<file path="src/rtl/core_writeback.sv">
// core_writeback: arbitrates ALU results and in-order load responses onto the
// single register-file write port and tracks destinations of outstanding loads
// so issue logic can stall on hazards against them.
module core_writeback #(
    parameter int XLEN           = 32,
    parameter int NUMREGS        = 32,
    parameter int ALU_FIFO_DEPTH = 2,
    parameter int LDQ_DEPTH      = 4
) (
    input  logic               clk,
    input  logic               rst,
    input  logic               alu_valid,
    output logic               alu_ready,
    input  logic [4:0]         alu_rd,
    input  logic [XLEN-1:0]    alu_data,
    input  logic               ld_issue,
    output logic               ld_issue_ready,
    input  logic [4:0]         ld_issue_rd,
    input  logic               ld_valid,
    input  logic [XLEN-1:0]    ld_data,
    output logic [4:0]         rf_a2,
    output logic [XLEN-1:0]    rf_wd2,
    output logic               rf_we2,
    output logic [NUMREGS-1:0] busy,
    output logic               protocol_err
);
    localparam int AAW = $clog2(ALU_FIFO_DEPTH);
    localparam int LAW = $clog2(LDQ_DEPTH);
    localparam logic [AAW:0] AF_ONE = {{AAW{1'b0}}, 1'b1};
    localparam logic [LAW:0] TQ_ONE = {{LAW{1'b0}}, 1'b1};

    // ALU result buffer: pointers carry one extra wrap bit
    logic [4:0]      af_rd_r   [ALU_FIFO_DEPTH];
    logic [XLEN-1:0] af_data_r [ALU_FIFO_DEPTH];
    logic [AAW:0]    af_wp_r;
    logic [AAW:0]    af_rp_r;
    logic            af_full_s;
    logic            af_empty_s;
    logic            af_push_s;
    logic            af_pop_s;

    // Load tag queue: destinations of loads still awaiting their response
    logic [4:0]      tq_rd_r [LDQ_DEPTH];
    logic [LAW:0]    tq_wp_r;
    logic [LAW:0]    tq_rp_r;
    logic            tq_full_s;
    logic            tq_empty_s;
    logic            tq_push_s;
    logic            tq_pop_s;
    logic [LAW:0]    tq_count_s;
    logic [LAW-1:0]  tq_idx_s;

    // Write-port selection
    logic            alu_acc_s;
    logic            sel_valid_s;
    logic            sel_ld_s;
    logic [4:0]      sel_rd_s;
    logic [XLEN-1:0] sel_data_s;
    logic            out_ld_r;
    logic            err_set_s;
    logic [NUMREGS-1:0] busy_s;

    assign af_empty_s = (af_wp_r == af_rp_r);
    assign af_full_s  = (af_wp_r[AAW] != af_rp_r[AAW]) &&
                        (af_wp_r[AAW-1:0] == af_rp_r[AAW-1:0]);
    assign tq_empty_s = (tq_wp_r == tq_rp_r);
    assign tq_full_s  = (tq_wp_r[LAW] != tq_rp_r[LAW]) &&
                        (tq_wp_r[LAW-1:0] == tq_rp_r[LAW-1:0]);

    // Ready flags depend on stored state only, never on the offered inputs
    assign alu_ready      = !af_full_s;
    assign ld_issue_ready = !tq_full_s;

    assign alu_acc_s = alu_valid && !af_full_s;
    assign tq_push_s = ld_issue && !tq_full_s;
    assign tq_pop_s  = ld_valid && !tq_empty_s;
    assign err_set_s = (ld_valid && tq_empty_s) || (ld_issue && tq_full_s);

    // Priority select: load response, then buffered ALU head, then ALU bypass
    always_comb begin
        sel_valid_s = 1'b0;
        sel_ld_s    = 1'b0;
        sel_rd_s    = 5'd0;
        sel_data_s  = {XLEN{1'b0}};
        af_pop_s    = 1'b0;
        af_push_s   = 1'b0;
        if (tq_pop_s) begin
            sel_valid_s = 1'b1;
            sel_ld_s    = 1'b1;
            sel_rd_s    = tq_rd_r[tq_rp_r[LAW-1:0]];
            sel_data_s  = ld_data;
            af_push_s   = alu_acc_s;
        end else if (!af_empty_s) begin
            sel_valid_s = 1'b1;
            sel_rd_s    = af_rd_r[af_rp_r[AAW-1:0]];
            sel_data_s  = af_data_r[af_rp_r[AAW-1:0]];
            af_pop_s    = 1'b1;
            af_push_s   = alu_acc_s;
        end else if (alu_acc_s) begin
            sel_valid_s = 1'b1;
            sel_rd_s    = alu_rd;
            sel_data_s  = alu_data;
        end else begin
            sel_valid_s = 1'b0;
        end
    end

    // Busy mask: every queued load destination plus a load write still in the output register
    always_comb begin
        busy_s     = {NUMREGS{1'b0}};
        tq_idx_s   = {LAW{1'b0}};
        tq_count_s = tq_wp_r - tq_rp_r;
        for (int k = 0; k < LDQ_DEPTH; k++) begin
            tq_idx_s = tq_rp_r[LAW-1:0] + k[LAW-1:0];
            for (int r = 1; r < NUMREGS; r++) begin
                busy_s[r] = busy_s[r] |
                            (({1'b0, k[LAW-1:0]} < tq_count_s) && (tq_rd_r[tq_idx_s] == r[4:0]));
            end
        end
        for (int r = 1; r < NUMREGS; r++) begin
            busy_s[r] = busy_s[r] | (out_ld_r && rf_we2 && (rf_a2 == r[4:0]));
        end
    end

    assign busy = busy_s;

    // ALU result buffer storage and pointer update
    always_ff @(posedge clk or posedge rst) begin
        if (rst) begin
            af_wp_r <= {(AAW+1){1'b0}};
            af_rp_r <= {(AAW+1){1'b0}};
            for (int i = 0; i < ALU_FIFO_DEPTH; i++) begin
                af_rd_r[i]   <= 5'd0;
                af_data_r[i] <= {XLEN{1'b0}};
            end
        end else begin
            if (af_push_s) begin
                af_rd_r[af_wp_r[AAW-1:0]]   <= alu_rd;
                af_data_r[af_wp_r[AAW-1:0]] <= alu_data;
                af_wp_r <= af_wp_r + AF_ONE;
            end
            if (af_pop_s) begin
                af_rp_r <= af_rp_r + AF_ONE;
            end
        end
    end

    // Load tag queue storage and pointer update
    always_ff @(posedge clk or posedge rst) begin
        if (rst) begin
            tq_wp_r <= {(LAW+1){1'b0}};
            tq_rp_r <= {(LAW+1){1'b0}};
            for (int i = 0; i < LDQ_DEPTH; i++) begin
                tq_rd_r[i] <= 5'd0;
            end
        end else begin
            if (tq_push_s) begin
                tq_rd_r[tq_wp_r[LAW-1:0]] <= ld_issue_rd;
                tq_wp_r <= tq_wp_r + TQ_ONE;
            end
            if (tq_pop_s) begin
                tq_rp_r <= tq_rp_r + TQ_ONE;
            end
        end
    end

    // Registered write port; x0 destinations are consumed but never enabled
    always_ff @(posedge clk or posedge rst) begin
        if (rst) begin
            rf_we2   <= 1'b0;
            rf_a2    <= 5'd0;
            rf_wd2   <= {XLEN{1'b0}};
            out_ld_r <= 1'b0;
        end else begin
            rf_we2   <= sel_valid_s && (sel_rd_s != 5'd0);
            out_ld_r <= sel_ld_s;
            if (sel_valid_s) begin
                rf_a2  <= sel_rd_s;
                rf_wd2 <= sel_data_s;
            end
        end
    end

    // Sticky protocol error flag, cleared only by reset
    always_ff @(posedge clk or posedge rst) begin
        if (rst) begin
            protocol_err <= 1'b0;
        end else if (err_set_s) begin
            protocol_err <= 1'b1;
        end
    end
endmodule

</file>
<file path="config.mk">
export PLATFORM = sky130hd
export DESIGN_NAME = core_writeback
export DESIGN_NICKNAME = d
export VERILOG_FILES = /design/src/rtl/core_writeback.sv
export SDC_FILE = /design/constraint.sdc
export NUM_CORES = 1
export LEC_CHECK = 0
export BUFFER_PORTS_ARGS = -buffer_cell sky130_fd_sc_hd__buf_2
export CAP_MARGIN = 20
export CORE_MARGIN = 1
export CORE_UTILIZATION = 45
export DETAILED_ROUTE_END_ITERATION = 8
export MAX_ROUTING_LAYER = met4
export PLACE_DENSITY = 0.73
export SYNTH_ARGS = -nofsm -noshare
export SYNTH_HDL_FRONTEND = slang
export SYNTH_SLANG_ARGS = --single-unit
</file>
<file path="constraint.sdc">
create_clock -name clk -period 8.6 [get_ports clk]
set_clock_uncertainty 0.2 [all_clocks]
set_input_delay 0.43 -clock clk [delete_from_list [all_inputs] [get_ports clk]]
set_output_delay 0.43 -clock clk [all_outputs]
set_load 0.01 [all_outputs]
</file>
# Word level (Yosys, flattened, before mapping)
# Cells that the tools add are included.
[totals]
out_inout_bits = 73
reg_bits = 144
[op_classes]
add_sub_neg = 8
reduce_logical = 171
bitwise = 131
n_mux = 41
n_eq_ne = 161
order_cmp = 13
[op_table]
columns = ["cell", "count"]
rows = [
  ["== test 5 bit (second input constant)", 80],
  ["2-to-1 mux 32 bit", 7],
  ["== test 5 x 4 -> 1 bit (second input constant)", 40],
  ["logical AND 1 bit", 166],
  ["OR 1 bit", 124],
  ["== test 5 x 3 -> 1 bit (second input constant)", 20],
  ["2-to-1 mux 5 bit", 16],
  ["bitwise mux 64 bit", 1],
  ["== test 5 x 2 -> 1 bit (second input constant)", 10],
  ["binary-select mux 5 bit (select 2 bit)", 4],
  ["demux 32 bit (select 1 bit)", 1],
  ["== test 5 x 1 -> 1 bit (second input constant)", 5],
  ["bitwise mux 20 bit", 1],
  ["greater-or-equal comparator 3 bit (second input constant)", 5],
  ["inverter 2 -> 3 bit", 5],
  ["bitwise mux 10 bit", 1],
  ["demux 5 bit (select 2 bit)", 1],
  ["2-to-1 mux 1 bit", 8],
  ["adder 2 x 1 -> 2 bit (second input constant)", 3],
  ["adder 3 x 1 -> 3 bit (second input constant)", 2],
  ["< comparator 1 x 3 -> 1 bit (first input constant)", 2],
  ["< comparator 2 x 3 -> 1 bit (first input constant)", 2],
  ["demux 5 bit (select 1 bit)", 1],
  ["nonzero test 5 bit", 1],
  ["12 further kinds", 19],
]

# Logic depth before layout (Yosys ltp)
[logic_depth]
depth_word = 11
depth_mapped = 10
ltp_nobuf = 9

# Worst setup path after synthesis
# Ideal clock, no wire load.
[synth_path]
path_kind = "flip-flop to output port"
startpoint = "reg tq_rp_r[1]"
endpoint = "out busy[7]"
t_arrival_ps = 2301
stages_incl_launch_ff = 10
slack_ps = 5669
t_required_ps = 7970
path_buffers = 2
path_cell_list = "dfrtp_1 -> buf_2 -> inv_1 -> fa_1 -> xnor3_2 -> nor3b_4 -> and3b_1 -> buf_2 -> a211oi_2 -> nand2_1"
[synth_between]
elab_chain_cells = 11
elab_cells_between_ends = 36
classes_between = "4 x add/sub; 4 x order compare; 4 x eq/ne; 12 x mux; 8 x bitwise; 4 x reduce/logical"
[synth_lines]
columns = ["element", "line_no", "text"]
rows = [
  ["from (decl)", "45", "logic [LAW:0] tq_rp_r;"],
  ["from (signal assigned)", "152", "tq_rp_r <= {(LAW+1){1'b0}};"],
  ["from (signal assigned)", "162", "tq_rp_r <= tq_rp_r + TQ_ONE;"],
  ["adder 2 x 1 -> 2 bit", "114", "tq_idx_s = tq_rp_r[LAW-1:0] + k[LAW-1:0];"],
  ["inverter 2 -> 3 bit (not written as such)", "117", "(({1'b0, k[LAW-1:0]} < tq_count_s) && (tq_rd_r[tq_idx_s] == r[4:0]));"],
  ["binary-select mux 5 bit (select 2 bit)", "117", ""],
  ["2-to-1 mux 5 bit (not written as such) (2 in series)", "117", ""],
  ["== test 5 x 3 -> 1 bit", "117", ""],
  ["logical AND 1 bit", "117", ""],
  ["OR 1 bit (2 in series)", "116", "busy_s[r] = busy_s[r] |"],
  ["OR 1 bit *", "116", ""],
  ["OR 1 bit *", "121", "busy_s[r] = busy_s[r] | (out_ld_r && rf_we2 && (rf_a2 == r[4:0]));"],
  ["to (decl)", "24", "output logic [NUMREGS-1:0] busy,"],
]
# Mark *: on every way between the ends. The rest lies on a longest branch, timed or not. The select of a mux whose other input is x is not followed.

# Worst setup path after layout
[layout_path]
startpoint = "reg tq_rp_r[0]"
endpoint = "out busy[27]"
[layout_between]
elab_chain_cells = 11
elab_cells_between_ends = 36
classes_between = "4 x add/sub; 4 x order compare; 4 x eq/ne; 12 x mux; 8 x bitwise; 4 x reduce/logical"
[layout_lines]
columns = ["element", "line_no"]
rows = [
  ["adder 2 x 1 -> 2 bit", "114"],
  ["inverter 2 -> 3 bit (not written as such)", "117"],
  ["binary-select mux 5 bit (select 2 bit)", "117"],
  ["2-to-1 mux 5 bit (not written as such) (2 in series)", "117"],
  ["== test 5 bit", "117"],
  ["logical AND 1 bit", "117"],
  ["OR 1 bit (2 in series)", "116"],
  ["OR 1 bit *", "116"],
  ["OR 1 bit *", "121"],
]
# Marked as above.

==> summary.md <==
| Metric | Value |
|---|---|
| Root Buffer | `clkbuf_16` |
| Worst Hold Class | `in2reg` |
| Slew Limit Fails | `0` |
| HPWL Detailed | `15600 um` |
| Crit Path Max Fanout | `23` |
| Sequential-to-total area share from yosys stat | `41.9%` |
| Maxcap violations | `0` |
| Post-CTS Setup Bufs | `0` |
| Setup TNS | `0 ns` |
| DR vias/cell | `6.08` |
| Family with the most delay on the worst path | `flip-flops` |
| Met1 usage | `33.6%` |
| Number of synthesized register bits | `144` |
| Total gr overflow | `0` |
| Req. time, crit path | `7.97 ns` |
| Worst Tran Pin Value | `1.04 ns` |
| Critical Path Sink Type | `output port` |
| Initial antenna violation count | `1` |
| Met2 GRT Util | `37.9%` |
| Max-slew headroom | `30.9%` |
| Vias in the first global route | `6726` |
| CP arrival | `3.86 ns` |
| Final setup fails | `0` |
| # DRC | `0` |
| First DRT Iteration DRCs | `628` |
| Initial core utilization | `45.9%` |
| Vias | `7055` |
| Area delta synth->final | `16.5%` |
| Global Route Usage Sum | `24.9%` |
| Pre-antenna DRT Iters | `5` |
| Post-synth top cells | `144 x dfrtp_1, 58 x nand2_1, 50 x mux2_1` |
| Top-Level Pins | `152` |
| Min Clock Period, post-route | `4.49 ns` |
| Cts hold-fix bufs | `1` |
| H-tree levels | `4` |
| Top cells by area, synth | `dfrtp_1 42%, mux2_1 6.6%, mux2_2 6.4%, o221a_2 4.2%, mux4_2 3.7%` |
| # fillers | `1646` |
| Global-route wire length before repair | `36900 um` |
| Synth warn | `0` |
| Die W | `140 um` |
| Total CTS buffers | `17` |
| Worst-path cell chain | `ha_1 -> inv_1 -> fa_1 -> nor2b_1 -> o21ai_0 -> nor2_1 -> a221oi_1 -> nand3_1 -> buf_2` |
| Top-count cell post-synth | `dfrtp_1` |
| Number of synthesized flops with an enable pin | `0` |
| Slowest CP cell | `dfrtp_1` |
| Tcrit/Tclk final | `52.2%` |
| Remaining antenna violation count | `0` |
| # clock sinks | `144` |
| Post-CTS Resized | `0` |
| Die area | `19700 um2` |
| CP max stage delay | `1.02 ns` |
| Outcome | `finished clean` |
| Share of cells above drive strength 1 | `33.4%` |
| Row Count | `50` |
| Final-report hold violation count | `0` |
| Buf/Inv on CP | `2` |
| Max clock buf depth | `2` |
| CTS clock-pin slew for the worst setup and hold paths | `0.06 ns` |
| Max Freq | `223 MHz` |
| Cell taking the most area after synthesis | `dfrtp_1` |
| Die Ht | `140 um` |
| Post-Syn Area | `8590 um2` |
| Core footprint | `18700 um2` |
| IO buf count | `150` |
| Cell count after synthesis | `790` |
| Synth Flop Type | `dfrtp_1` |
| Largest net degree at the start of global routing | `79` |
| Met3 usage in global routing | `5.33%` |
| Most Crowded Layer GR | `met2` |
| Crit path launch type | `flip-flop` |
| Routability cong. | `0.955` |
| Routed len/inst | `19.8 um` |
| Syn avg cell area | `10.9 um2` |
| Routed wire length | `23000 um` |
| RSZ-0062 raised after global routing | `false` |
| CTS tree | `done` |
| Unique masters post-synth | `57` |
| Top cell type's share of synthesized area | `41.9%` |
| Asr flop ratio synth | `100%` |
| Syn_nets | `877` |
| Crit path kind | `reg2out` |
| Skew-Pair Late Insertion Delay | `0.42 ns` |
| Layout net count | `1001` |
[routing by layer]
metal | part of all wire, % | wire length, um
met5 | 0 | 0
met3 | 6.7 | 1550
met4 | 1.8 | 416
met1 | 45 | 10300
met2 | 47 | 10800
[cells in the final DEF, fill, tap and decap left out, types with 8 or more instances in the layout]
cell type / Yosys / layout
inv_1: 11 / 10
nand3_1: 18 / 18
mux4_2: 14 / 14
xnor2_1: 8 / 8
nor3_1: 23 / 23
a211oi_1: 39 / 39
a221oi_1: 14 / 14
nand2b_1: 12 / 12
nor2_1: 42 / 42
nand2_1: 58 / 58
mux2_1: 50 / 50
a22oi_1: 29 / 29
dfrtp_1: 144 / 143
o221a_2: 32 / 32
buf_2: 12 / 150
o21ai_0: 39 / 39
nor3b_1: 36 / 36
clkbuf_16: 0 / 17
mux2_2: 49 / 49
nor2b_1: 37 / 36
[final cells by class]
cell class | instances | area [um2] | area share (%)
clock inverter | 11 | 108 | 1.07
sequential | 144 | 3600 | 36.0
antenna | 1 | 2.50 | 0.0250
timing repair buffer | 157 | 806 | 8.05
multi-input combinational | 583 | 4690 | 46.9
clock buffer | 20 | 457 | 4.56
inverter | 11 | 46.3 | 0.462
tap | 234 | 293 | 2.92
[stage by stage]
step                utilization [%]  hold WS, ns  instance area [um2]  cells  setup WS (ns)
global placement               50.4        0.261                 9430   1128           4.44
finish                         53.5       0.0565                10000   1161           4.11
CTS                            53.5       0.0438                10000   1160           4.17
floorplan                         -        0.250                 8590    790           4.10
detailed placement             50.4        0.266                 9430   1128           4.31
global route                   53.5       0.0472                10000   1161           3.90
[state kept, by name, indices dropped and copies added (netlist names)]
register      cells
af_data_r        64
af_rd_r          10
af_rp_r           2
af_wp_r           2
out_ld_r          1
protocol_err      1
rf_a2             5
rf_wd2           32
rf_we2            1
tq_rd_r          20
tq_rp_r           3
tq_wp_r           3
[logic make-up after synthesis]
group / Yosys count / share of synthesized area, %
buffers and inverters: 63 / 3.61
AOI/OAI and AO/OA: 179 / 15.9
DFF: 144 / 41.9
other: 1 / 0.0436
xor gates and xnor gates: 15 / 1.88
and+or+nand+nor: 261 / 16.9
adders and majority gates: 8 / 1.25
muxes: 119 / 18.5
[worst paths after layout]
check / slack [ns] / cells past startpoint / end / start
min: 0.06 / 2 / af_data_r[16] / alu_data[16]
min in group asynchronous: 0.44 / 3 / rf_wd2[4] / rst
max reg2reg: 4.26 / 8 / rf_wd2[5] / tq_rp_r[0]
max: 4.11 / 9 / busy[27] / tq_rp_r[0]
min reg2reg: 0.27 / 1 / af_data_r[59] / af_data_r[59]
max in group asynchronous: 6.29 / 4 / af_rp_r[0] / rst
Power is left out: the tool's default activity adds up to more than one toggle a clock period on the data nets, which glitch-free logic cannot reach.
